File: src/rtl/uart_pkg.sv
// Shared UART definitions: transmit FSM states, parity encodings, baud arithmetic.
// No logic of its own; the receiver imports the same constants.
// BAUD_COUNT = CLK_FREQ / BAUD_RATE (integer divide, must be >= 2).
package uart_pkg;

  typedef enum logic [2:0] {
    IDLE       = 3'd0,
    START_BIT  = 3'd1,
    DATA_BITS  = 3'd2,
    PARITY_BIT = 3'd3,
    STOP_BIT   = 3'd4
  } tx_state_t;

  localparam int PARITY_NONE = 0;
  localparam int PARITY_ODD  = 1;
  localparam int PARITY_EVEN = 2;

  // Clock cycles per bit cell.
  function automatic int baud_count(input int clk_freq, input int baud_rate);
    return clk_freq / baud_rate;
  endfunction

endpackage

File: src/rtl/uart_baud_gen.sv
// Bit-cell timer: counts 0..BAUD_COUNT-1 and flags the last cycle of each cell.
// tick is combinational from the counter; wraps to 0 on the cycle after tick.
// No flow control; clear forces the counter to 0 synchronously (held while idle).
module uart_baud_gen #(
  parameter int BAUD_COUNT = 434
) (
  input  logic clk,
  input  logic reset,
  input  logic clear,
  output logic tick
);

  localparam int CW = $clog2(BAUD_COUNT);
  localparam logic [CW-1:0] LAST = CW'(BAUD_COUNT - 1);

  logic [CW-1:0] count;

  assign tick = (count == LAST);

  // Free-running cell counter, restarted by clear or at the end of each cell.
  always_ff @(posedge clk or posedge reset) begin
    if (reset) begin
      count <= '0;
    end else if (clear || tick) begin
      count <= '0;
    end else begin
      count <= count + 1'b1;
    end
  end

endmodule

File: src/rtl/uart_transmitter.sv
// UART transmitter: start bit, WIDTH data bits LSB first, optional parity, 1 or 2 stop bits.
// Transfer at edge E into an idle block loads at E+1 with uartTx low from E+1; frames chain without gaps.
// dataReady = holding register empty; one byte may wait while the current frame shifts out.
module uart_transmitter
  import uart_pkg::*;
#(
  parameter int CLK_FREQ  = 50_000_000,
  parameter int BAUD_RATE = 115200,
  parameter int WIDTH     = 8,
  parameter int PARITY    = 0,
  parameter int STOP_BITS = 1
) (
  input  logic             clk,
  input  logic             reset,
  input  logic [WIDTH-1:0] dataIn,
  input  logic             dataValid,
  output logic             dataReady,
  output logic             uartTx,
  output logic             txBusy,
  output logic             txDone
);

  localparam int         BAUD_COUNT = baud_count(CLK_FREQ, BAUD_RATE);
  localparam logic [3:0] LAST_DATA  = 4'(WIDTH - 1);
  localparam logic [3:0] LAST_STOP  = 4'(STOP_BITS - 1);
  localparam bit         HAS_PARITY = (PARITY != PARITY_NONE);

  tx_state_t        state, state_next;
  logic             hold_full;
  logic [WIDTH-1:0] hold_data;
  logic [WIDTH-1:0] shifter, shifter_next;
  logic             parity_bit, parity_next;
  logic [3:0]       bit_count, bit_count_next;
  logic             tx_next, done_next;
  logic             load, transfer, tick, baud_clear;

  // Even parity is the XOR of the data bits; odd parity is its inverse.
  function automatic logic frame_parity(input logic [WIDTH-1:0] d);
    return (PARITY == PARITY_ODD) ? ~^d : ^d;
  endfunction

  // Ready depends only on the holding register, never on dataValid.
  assign dataReady  = !hold_full;
  assign transfer   = dataValid && !hold_full;
  assign txBusy     = (state != IDLE);
  // Holding the timer at 0 while idle makes every frame start on a clean cell.
  assign baud_clear = (state == IDLE);

  uart_baud_gen #(
    .BAUD_COUNT(BAUD_COUNT)
  ) u_baud_gen (
    .clk  (clk),
    .reset(reset),
    .clear(baud_clear),
    .tick (tick)
  );

  // Holding register: filled by the handshake, emptied when the shifter loads.
  always_ff @(posedge clk or posedge reset) begin
    if (reset) begin
      hold_full <= 1'b0;
      hold_data <= '0;
    end else if (load) begin
      hold_full <= 1'b0;
    end else if (transfer) begin
      hold_full <= 1'b1;
      hold_data <= dataIn;
    end
  end

  // Next state, next line level and shifter update; the line is registered from tx_next.
  always_comb begin
    state_next     = state;
    shifter_next   = shifter;
    parity_next    = parity_bit;
    bit_count_next = bit_count;
    tx_next        = uartTx;
    done_next      = 1'b0;
    load           = 1'b0;
    case (state)
      IDLE: begin
        tx_next = 1'b1;
        if (hold_full) begin
          load = 1'b1;
        end
      end
      START_BIT: begin
        if (tick) begin
          state_next     = DATA_BITS;
          bit_count_next = '0;
          tx_next        = shifter[0];
        end
      end
      DATA_BITS: begin
        if (tick) begin
          if (bit_count == LAST_DATA) begin
            bit_count_next = '0;
            if (HAS_PARITY) begin
              state_next = PARITY_BIT;
              tx_next    = parity_bit;
            end else begin
              state_next = STOP_BIT;
              tx_next    = 1'b1;
            end
          end else begin
            bit_count_next = bit_count + 4'd1;
            shifter_next   = {1'b0, shifter[WIDTH-1:1]};
            tx_next        = shifter[1];
          end
        end
      end
      PARITY_BIT: begin
        if (tick) begin
          state_next     = STOP_BIT;
          bit_count_next = '0;
          tx_next        = 1'b1;
        end
      end
      STOP_BIT: begin
        if (tick) begin
          if (bit_count == LAST_STOP) begin
            done_next = 1'b1;
            tx_next   = 1'b1;
            if (hold_full) begin
              load = 1'b1;
            end else begin
              state_next = IDLE;
            end
          end else begin
            bit_count_next = bit_count + 4'd1;
          end
        end
      end
      default: begin
        state_next = IDLE;
        tx_next    = 1'b1;
      end
    endcase
    // A load from IDLE or from the final stop tick starts the next frame at once.
    if (load) begin
      state_next     = START_BIT;
      shifter_next   = hold_data;
      parity_next    = frame_parity(hold_data);
      bit_count_next = '0;
      tx_next        = 1'b0;
    end
  end

  // FSM state, datapath and registered outputs; reset drives the line high immediately.
  always_ff @(posedge clk or posedge reset) begin
    if (reset) begin
      state      <= IDLE;
      shifter    <= '0;
      parity_bit <= 1'b0;
      bit_count  <= '0;
      uartTx     <= 1'b1;
      txDone     <= 1'b0;
    end else begin
      state      <= state_next;
      shifter    <= shifter_next;
      parity_bit <= parity_next;
      bit_count  <= bit_count_next;
      uartTx     <= tx_next;
      txDone     <= done_next;
    end
  end

endmodule

File: config.mk
export PLATFORM = sky130hd
export DESIGN_NAME = uart_transmitter
export DESIGN_NICKNAME = d
export VERILOG_FILES = /design/src/rtl/uart_pkg.sv /design/src/rtl/uart_baud_gen.sv /design/src/rtl/uart_transmitter.sv
export SDC_FILE = /design/constraint.sdc
export NUM_CORES = 1
export LEC_CHECK = 0
export ABC_CLOCK_PERIOD_IN_PS = 3000
export CAP_MARGIN = 15
export CORE_MARGIN = 2
export CORE_UTILIZATION = 57
export DETAILED_ROUTE_END_ITERATION = 6
export GPL_TIMING_DRIVEN = 0
export PLACE_DENSITY = 0.79
export SKIP_LAST_GASP = 1
export SLEW_MARGIN = 15
export SYNTH_ARGS = -nofsm -noshare
export SYNTH_HDL_FRONTEND = slang
export SYNTH_HIERARCHICAL = 1
export SYNTH_SLANG_ARGS = --single-unit
File: constraint.sdc
create_clock -name clk -period 3 [get_ports clk]
set_clock_uncertainty 0.1 [all_clocks]
set_input_delay 0.3 -clock clk [delete_from_list [all_inputs] [get_ports clk]]
set_output_delay 0.3 -clock clk [all_outputs]
set_load 0.1 [all_outputs]
==> impl_results.html, run 1 <==
<table>
<tr><th>Metric</th><th>Value</th></tr>
<tr><th colspan="2">Synth</th></tr>
<tr><td>Top cells by instance count after synthesis</td><td>sky130_fd_sc_hd__dfrtp_1 (34), sky130_fd_sc_hd__nor2_1 (11), sky130_fd_sc_hd__inv_1 (10), sky130_fd_sc_hd__nand2_1 (10)</td></tr>
<tr><td>Async SR Flop Fraction</td><td>100%</td></tr>
<tr><td>Top-count cell post-synth</td><td>sky130_fd_sc_hd__dfrtp_1</td></tr>
<tr><td>Mean Syn Cell Area</td><td>11.3 um^2</td></tr>
<tr><td>Largest area contributor in the netlist</td><td>sky130_fd_sc_hd__dfrtp_1</td></tr>
<tr><td>Part of the Yosys area used for sequential elements</td><td>48.4%</td></tr>
<tr><td>Synthesis warning total</td><td>6</td></tr>
<tr><td>Top cells by area in the synthesized netlist</td><td>sky130_fd_sc_hd__dfrtp_1 (47%), sky130_fd_sc_hd__mux2_2 (5.0%), sky130_fd_sc_hd__a22o_1 (3.9%)</td></tr>
<tr><td>Most used flip-flop cell after synthesis</td><td>sky130_fd_sc_hd__dfrtp_1</td></tr>
<tr><td>Yosys top cell area share</td><td>47.0%</td></tr>
<tr><td>Syn nets</td><td>175</td></tr>
<tr><td>Number of distinct standard cells referenced by the synthesized netlist</td><td>53</td></tr>
<tr><td>Number of synthesized flops with an enable pin</td><td>0</td></tr>
<tr><td>Number of synthesized register bits</td><td>35</td></tr>
<tr><td>Cell Area, Synth</td><td>1810 um^2</td></tr>
<tr><td>Cell count after synthesis</td><td>160</td></tr>
<tr><th colspan="2">Power</th></tr>
<tr><td>P_int</td><td>1.03 mW</td></tr>
<tr><td>Switching Fraction</td><td>36.4%</td></tr>
<tr><td>Switching power total</td><td>588 uW</td></tr>
<tr><td>Peak supply drop</td><td>0.000530 V</td></tr>
<tr><td>Final total power</td><td>1.61 mW</td></tr>
<tr><td>Power density over the cells</td><td>776 nW/um^2</td></tr>
<tr><td>Static leakage power</td><td>0.887 nW</td></tr>
<tr><td>Part of the power in combinational logic</td><td>33.5%</td></tr>
<tr><td>Clock network fraction of design power</td><td>18.2%</td></tr>
<tr><td>Register share of total power</td><td>48.3%</td></tr>
<tr><th colspan="2">Routing</th></tr>
<tr><td>Met1 wire length</td><td>1.41 mm</td></tr>
<tr><td>DRT Wirelength</td><td>3.18 mm</td></tr>
<tr><td>Total length of routed met3 wires</td><td>127 um</td></tr>
<tr><td>Number of DRC violations after detailed routing</td><td>0</td></tr>
<tr><td>Total number of vias</td><td>1275</td></tr>
<tr><td>Top sig layer</td><td>met4</td></tr>
<tr><td>Number of antenna-violating nets in the routed design</td><td>0</td></tr>
<tr><td>Routed length on met2</td><td>1.60 mm</td></tr>
<tr><td>DR WL/cell</td><td>14.1 um</td></tr>
<tr><td>Starting DRC count in detailed routing</td><td>47</td></tr>
<tr><td>Post-DR vias/cell</td><td>5.64</td></tr>
<tr><td>Number of detailed-route iterations in the first pass</td><td>4</td></tr>
<tr><th colspan="2">Clocking</th></tr>
<tr><td>CTS tree</td><td>yes</td></tr>
<tr><td>Number of hold-repair buffers added at the cts stage</td><td>0</td></tr>
<tr><td>Number of levels the H-tree was split into</td><td>2</td></tr>
<tr><td>Clock-pin slew on the worst setup and hold paths</td><td>0.11 ns</td></tr>
<tr><td>Later-pin clock latency in the skew report</td><td>0.34 ns</td></tr>
<tr><td>Sinks on the clock net</td><td>35</td></tr>
<tr><td>Buffer type at the clock tree root</td><td>sky130_fd_sc_hd__clkbuf_4</td></tr>
<tr><td>Cts bufs inserted</td><td>5</td></tr>
<tr><td>Number of buffers on the longest clock path</td><td>2</td></tr>
<tr><td>Post-cts repair resize count</td><td>0</td></tr>
<tr><td>Post CTS Setup Buffer Count</td><td>0</td></tr>
<tr><th colspan="2">Critical path</th></tr>
<tr><td>Maximum cell stage delay along the critical path</td><td>0.98 ns</td></tr>
<tr><td>Launch instance of the worst register-to-register path</td><td>u_baud_gen/count[2]</td></tr>
<tr><td>Cell at the slowest stage of the critical path</td><td>sky130_fd_sc_hd__clkdlybuf4s50_1</td></tr>
<tr><td>Register-to-Register Setup Slack</td><td>0.47 ns</td></tr>
<tr><td>Max Fanout on Critical Path</td><td>10</td></tr>
<tr><td>Number of buffers and inverters on the critical path</td><td>3</td></tr>
<tr><td>Depth of the most critical reg-to-reg path</td><td>5</td></tr>
<tr><td>Kind of cell adding the most delay to the critical path</td><td>buffers and inverters</td></tr>
<tr><td>CP Capture Type</td><td>primary output</td></tr>
<tr><td>WS Path Type</td><td>flip-flop to primary output</td></tr>
<tr><td>Reg2Reg Capture Point</td><td>bit_count[3]</td></tr>
<tr><td>WP data arrival</td><td>2.32 ns</td></tr>
<tr><td>Data required, critical path</td><td>2.60 ns</td></tr>
<tr><td>Element type at the critical path start</td><td>flip-flop</td></tr>
<tr><td>Cells along the critical path</td><td>buf_4 -&gt; nor3_2 -&gt; inv_2 -&gt; clkdlybuf4s50_1</td></tr>
<tr><th colspan="2">STA</th></tr>
<tr><td>Final min period</td><td>2.72 ns</td></tr>
<tr><td>Fraction of the cycle the final worst path needs</td><td>90.8%</td></tr>
<tr><td>Tightest slew margin relative to the limit</td><td>35.6%</td></tr>
<tr><td>Number of hold violations in the final report</td><td>0</td></tr>
<tr><td>Worst setup slack after layout</td><td>0.277 ns</td></tr>
<tr><td>Worst hold margin</td><td>0.144 ns</td></tr>
<tr><td>Setup repair after global routing missed its margin</td><td>false</td></tr>
<tr><td>Max Freq</td><td>367 MHz</td></tr>
<tr><td>Final setup violation count</td><td>0</td></tr>
<tr><td>Total negative slack for setup checks</td><td>0 ns</td></tr>
<tr><td>Tightest Pin Transition</td><td>0.963 ns</td></tr>
<tr><td>Count of pins over their slew limit</td><td>0</td></tr>
<tr><th colspan="2">Place</th></tr>
<tr><td>Count of port buffers added during placement</td><td>14</td></tr>
<tr><td>Final estimated routing congestion in global placement</td><td>0.752</td></tr>
<tr><td>Pre-CTS setup slack</td><td>0.120 ns</td></tr>
<tr><td>Placed insts</td><td>218</td></tr>
<tr><td>HPWL after detailed placement</td><td>2.37 mm</td></tr>
<tr><td>Placed inst area</td><td>2010 um^2</td></tr>
<tr><th colspan="2">GRT</th></tr>
<tr><td>Pin count of the biggest net entering global routing</td><td>27</td></tr>
<tr><td>Overall routing resource usage</td><td>20.8%</td></tr>
<tr><td>Global-route wire length before repair</td><td>5.52 mm</td></tr>
<tr><td>Number of global-route vias before repair</td><td>1227</td></tr>
<tr><td>Sum of overflow across all layers after global routing</td><td>0</td></tr>
<tr><td>Antenna violations before repair</td><td>0</td></tr>
<tr><th colspan="2">Floorplanning</th></tr>
<tr><td>Horizontal die dimension</td><td>60.4 um</td></tr>
<tr><td>Die area</td><td>3650 um^2</td></tr>
<tr><td>Initial Utilization</td><td>59.8%</td></tr>
<tr><td>Row count</td><td>20</td></tr>
<tr><td>Core Area</td><td>3030 um^2</td></tr>
<tr><td>Die height</td><td>60.4 um</td></tr>
<tr><td>Top Ports</td><td>15</td></tr>
<tr><th colspan="2">Layout</th></tr>
<tr><td>Share of layout cells above drive strength 1</td><td>17.6%</td></tr>
<tr><td>End-of-flow core utilization</td><td>68.7%</td></tr>
<tr><td>Area delta synth-&gt;final</td><td>14.8%</td></tr>
<tr><td>Final Instance Count excl. Fillers</td><td>226</td></tr>
<tr><td>Net count, final</td><td>196</td></tr>
<tr><td>Number of antenna repair diodes</td><td>0</td></tr>
<tr><td>Post-route standard cell area excluding fillers</td><td>2080 um^2</td></tr>
<tr><th colspan="2">Run</th></tr>
<tr><td>Max cap viols</td><td>0</td></tr>
<tr><th colspan="2">Hold path</th></tr>
<tr><td>Worst min-delay path category</td><td>input pin to asynchronous set/reset pin</td></tr>
<tr><th colspan="2">Outcome</th></tr>
<tr><td>Status</td><td>completed</td></tr>
</table>
[layer usage]
layer	global-route usage, %	vias up
li1	-	620
met1	27.1	627
met2	32.9	23
met3	6.40	5
met4	7.62	0
met5	0	-
[worst register-to-register path, stage by stage, from the launching register on]
cell,delay (ns)
sky130_fd_sc_hd__dfrtp_1,0.46
sky130_fd_sc_hd__or3_4,0.44
sky130_fd_sc_hd__nor3_2,0.42
sky130_fd_sc_hd__nand4_2,0.31
sky130_fd_sc_hd__or4b_1,0.56
sky130_fd_sc_hd__a31oi_1,0.17
[power by group through the flow]
stage / Combinational (mW) / Clock (mW) / Sequential (mW)
2_1_floorplan: 0.393 / 0 / 0.811
3_3_place_gp: 0.519 / 0 / 0.783
3_5_place_dp: 0.540 / 0 / 0.793
4_1_cts: 0.544 / 0.301 / 0.782
5_1_grt: 0.593 / 0.317 / 0.807
6_report: 0.542 / 0.293 / 0.780
[how the worst max path moves through the flow]
stage	start	endpoint	slack, ns	cells past startpoint
after CTS	u_baud_gen/count[2]	bit_count[3]	0.13	5
final	state[2]	txBusy	0.28	4
after global placement	u_baud_gen/count[2]	bit_count[3]	0.22	5
after floorplan	u_baud_gen/count[2]	bit_count[3]	0.53	5
after global routing	state[2]	txBusy	0.20	4
after detailed placement	u_baud_gen/count[2]	bit_count[3]	0.12	5
[sequential cells by signal (all words and copies together), names as in the netlist]
signal,count
state,3
bit_count,4
uartTx,1
hold_data,8
txDone,1
hold_full,1
u_baud_gen/count,9
shifter,8
[cell usage in the layout (no fill, tap or decap), types with 2 or more instances in the layout]
master	n
sky130_fd_sc_hd__nor3_2	2
sky130_fd_sc_hd__nand3b_1	3
sky130_fd_sc_hd__inv_1	10
sky130_fd_sc_hd__a21oi_1	3
sky130_fd_sc_hd__o21ai_0	3
sky130_fd_sc_hd__clkbuf_1	2
sky130_fd_sc_hd__nand4_2	2
sky130_fd_sc_hd__nor3_1	3
sky130_fd_sc_hd__a22o_1	8
sky130_fd_sc_hd__nand3_1	5
sky130_fd_sc_hd__a21o_1	7
sky130_fd_sc_hd__clkdlybuf4s50_1	14
sky130_fd_sc_hd__nand2_1	10
sky130_fd_sc_hd__ha_1	4
sky130_fd_sc_hd__o21ai_1	2
sky130_fd_sc_hd__mux2_2	8
sky130_fd_sc_hd__clkbuf_4	5
sky130_fd_sc_hd__dfrtp_1	34
sky130_fd_sc_hd__or3_1	2
sky130_fd_sc_hd__nor2_1	11
sky130_fd_sc_hd__xor2_1	2
sky130_fd_sc_hd__nand2b_1	3
sky130_fd_sc_hd__o21bai_1	2
sky130_fd_sc_hd__clkbuf_8	2
sky130_fd_sc_hd__a31oi_1	4
[cell type report]
type,count,area [um^2]
clock buffers,8,68.8
repair buffers,14,140
inverters,11,41.3
multi-input cells,110,856
plain buffers,4,42.5
flip-flops and latches,35,877
fillers,234,947
well taps,44,55.1
[kinds of logic (layout without fill, tap and decap cells)]
logic type      count (synthesis)  after routing  synth area share (%)
compound gates                 38             38                  17.2
buf+inv                        15             37                  4.63
flops                          35             35                  48.4
fa+ha+maj                       4              4                  2.76
mux                             9              9                  5.53
simple gates                   56             56                  20.0
xor+xnor                        3              3                  1.45
Power figures use the tool's default switching activity.
==> run 2: changes to the inputs <==
- HOLD_SLACK_MARGIN: not set -> 0.05
==> results of run 2 <==
Final layout, timing and power as in run 1 (identical DEF).
==> run 3: changes to the inputs <==
- CAP_MARGIN: 15 -> not set
- SKIP_CTS_REPAIR_TIMING: not set -> 1
==> results of run 3 <==
Final layout, timing and power as in run 1 (identical DEF).
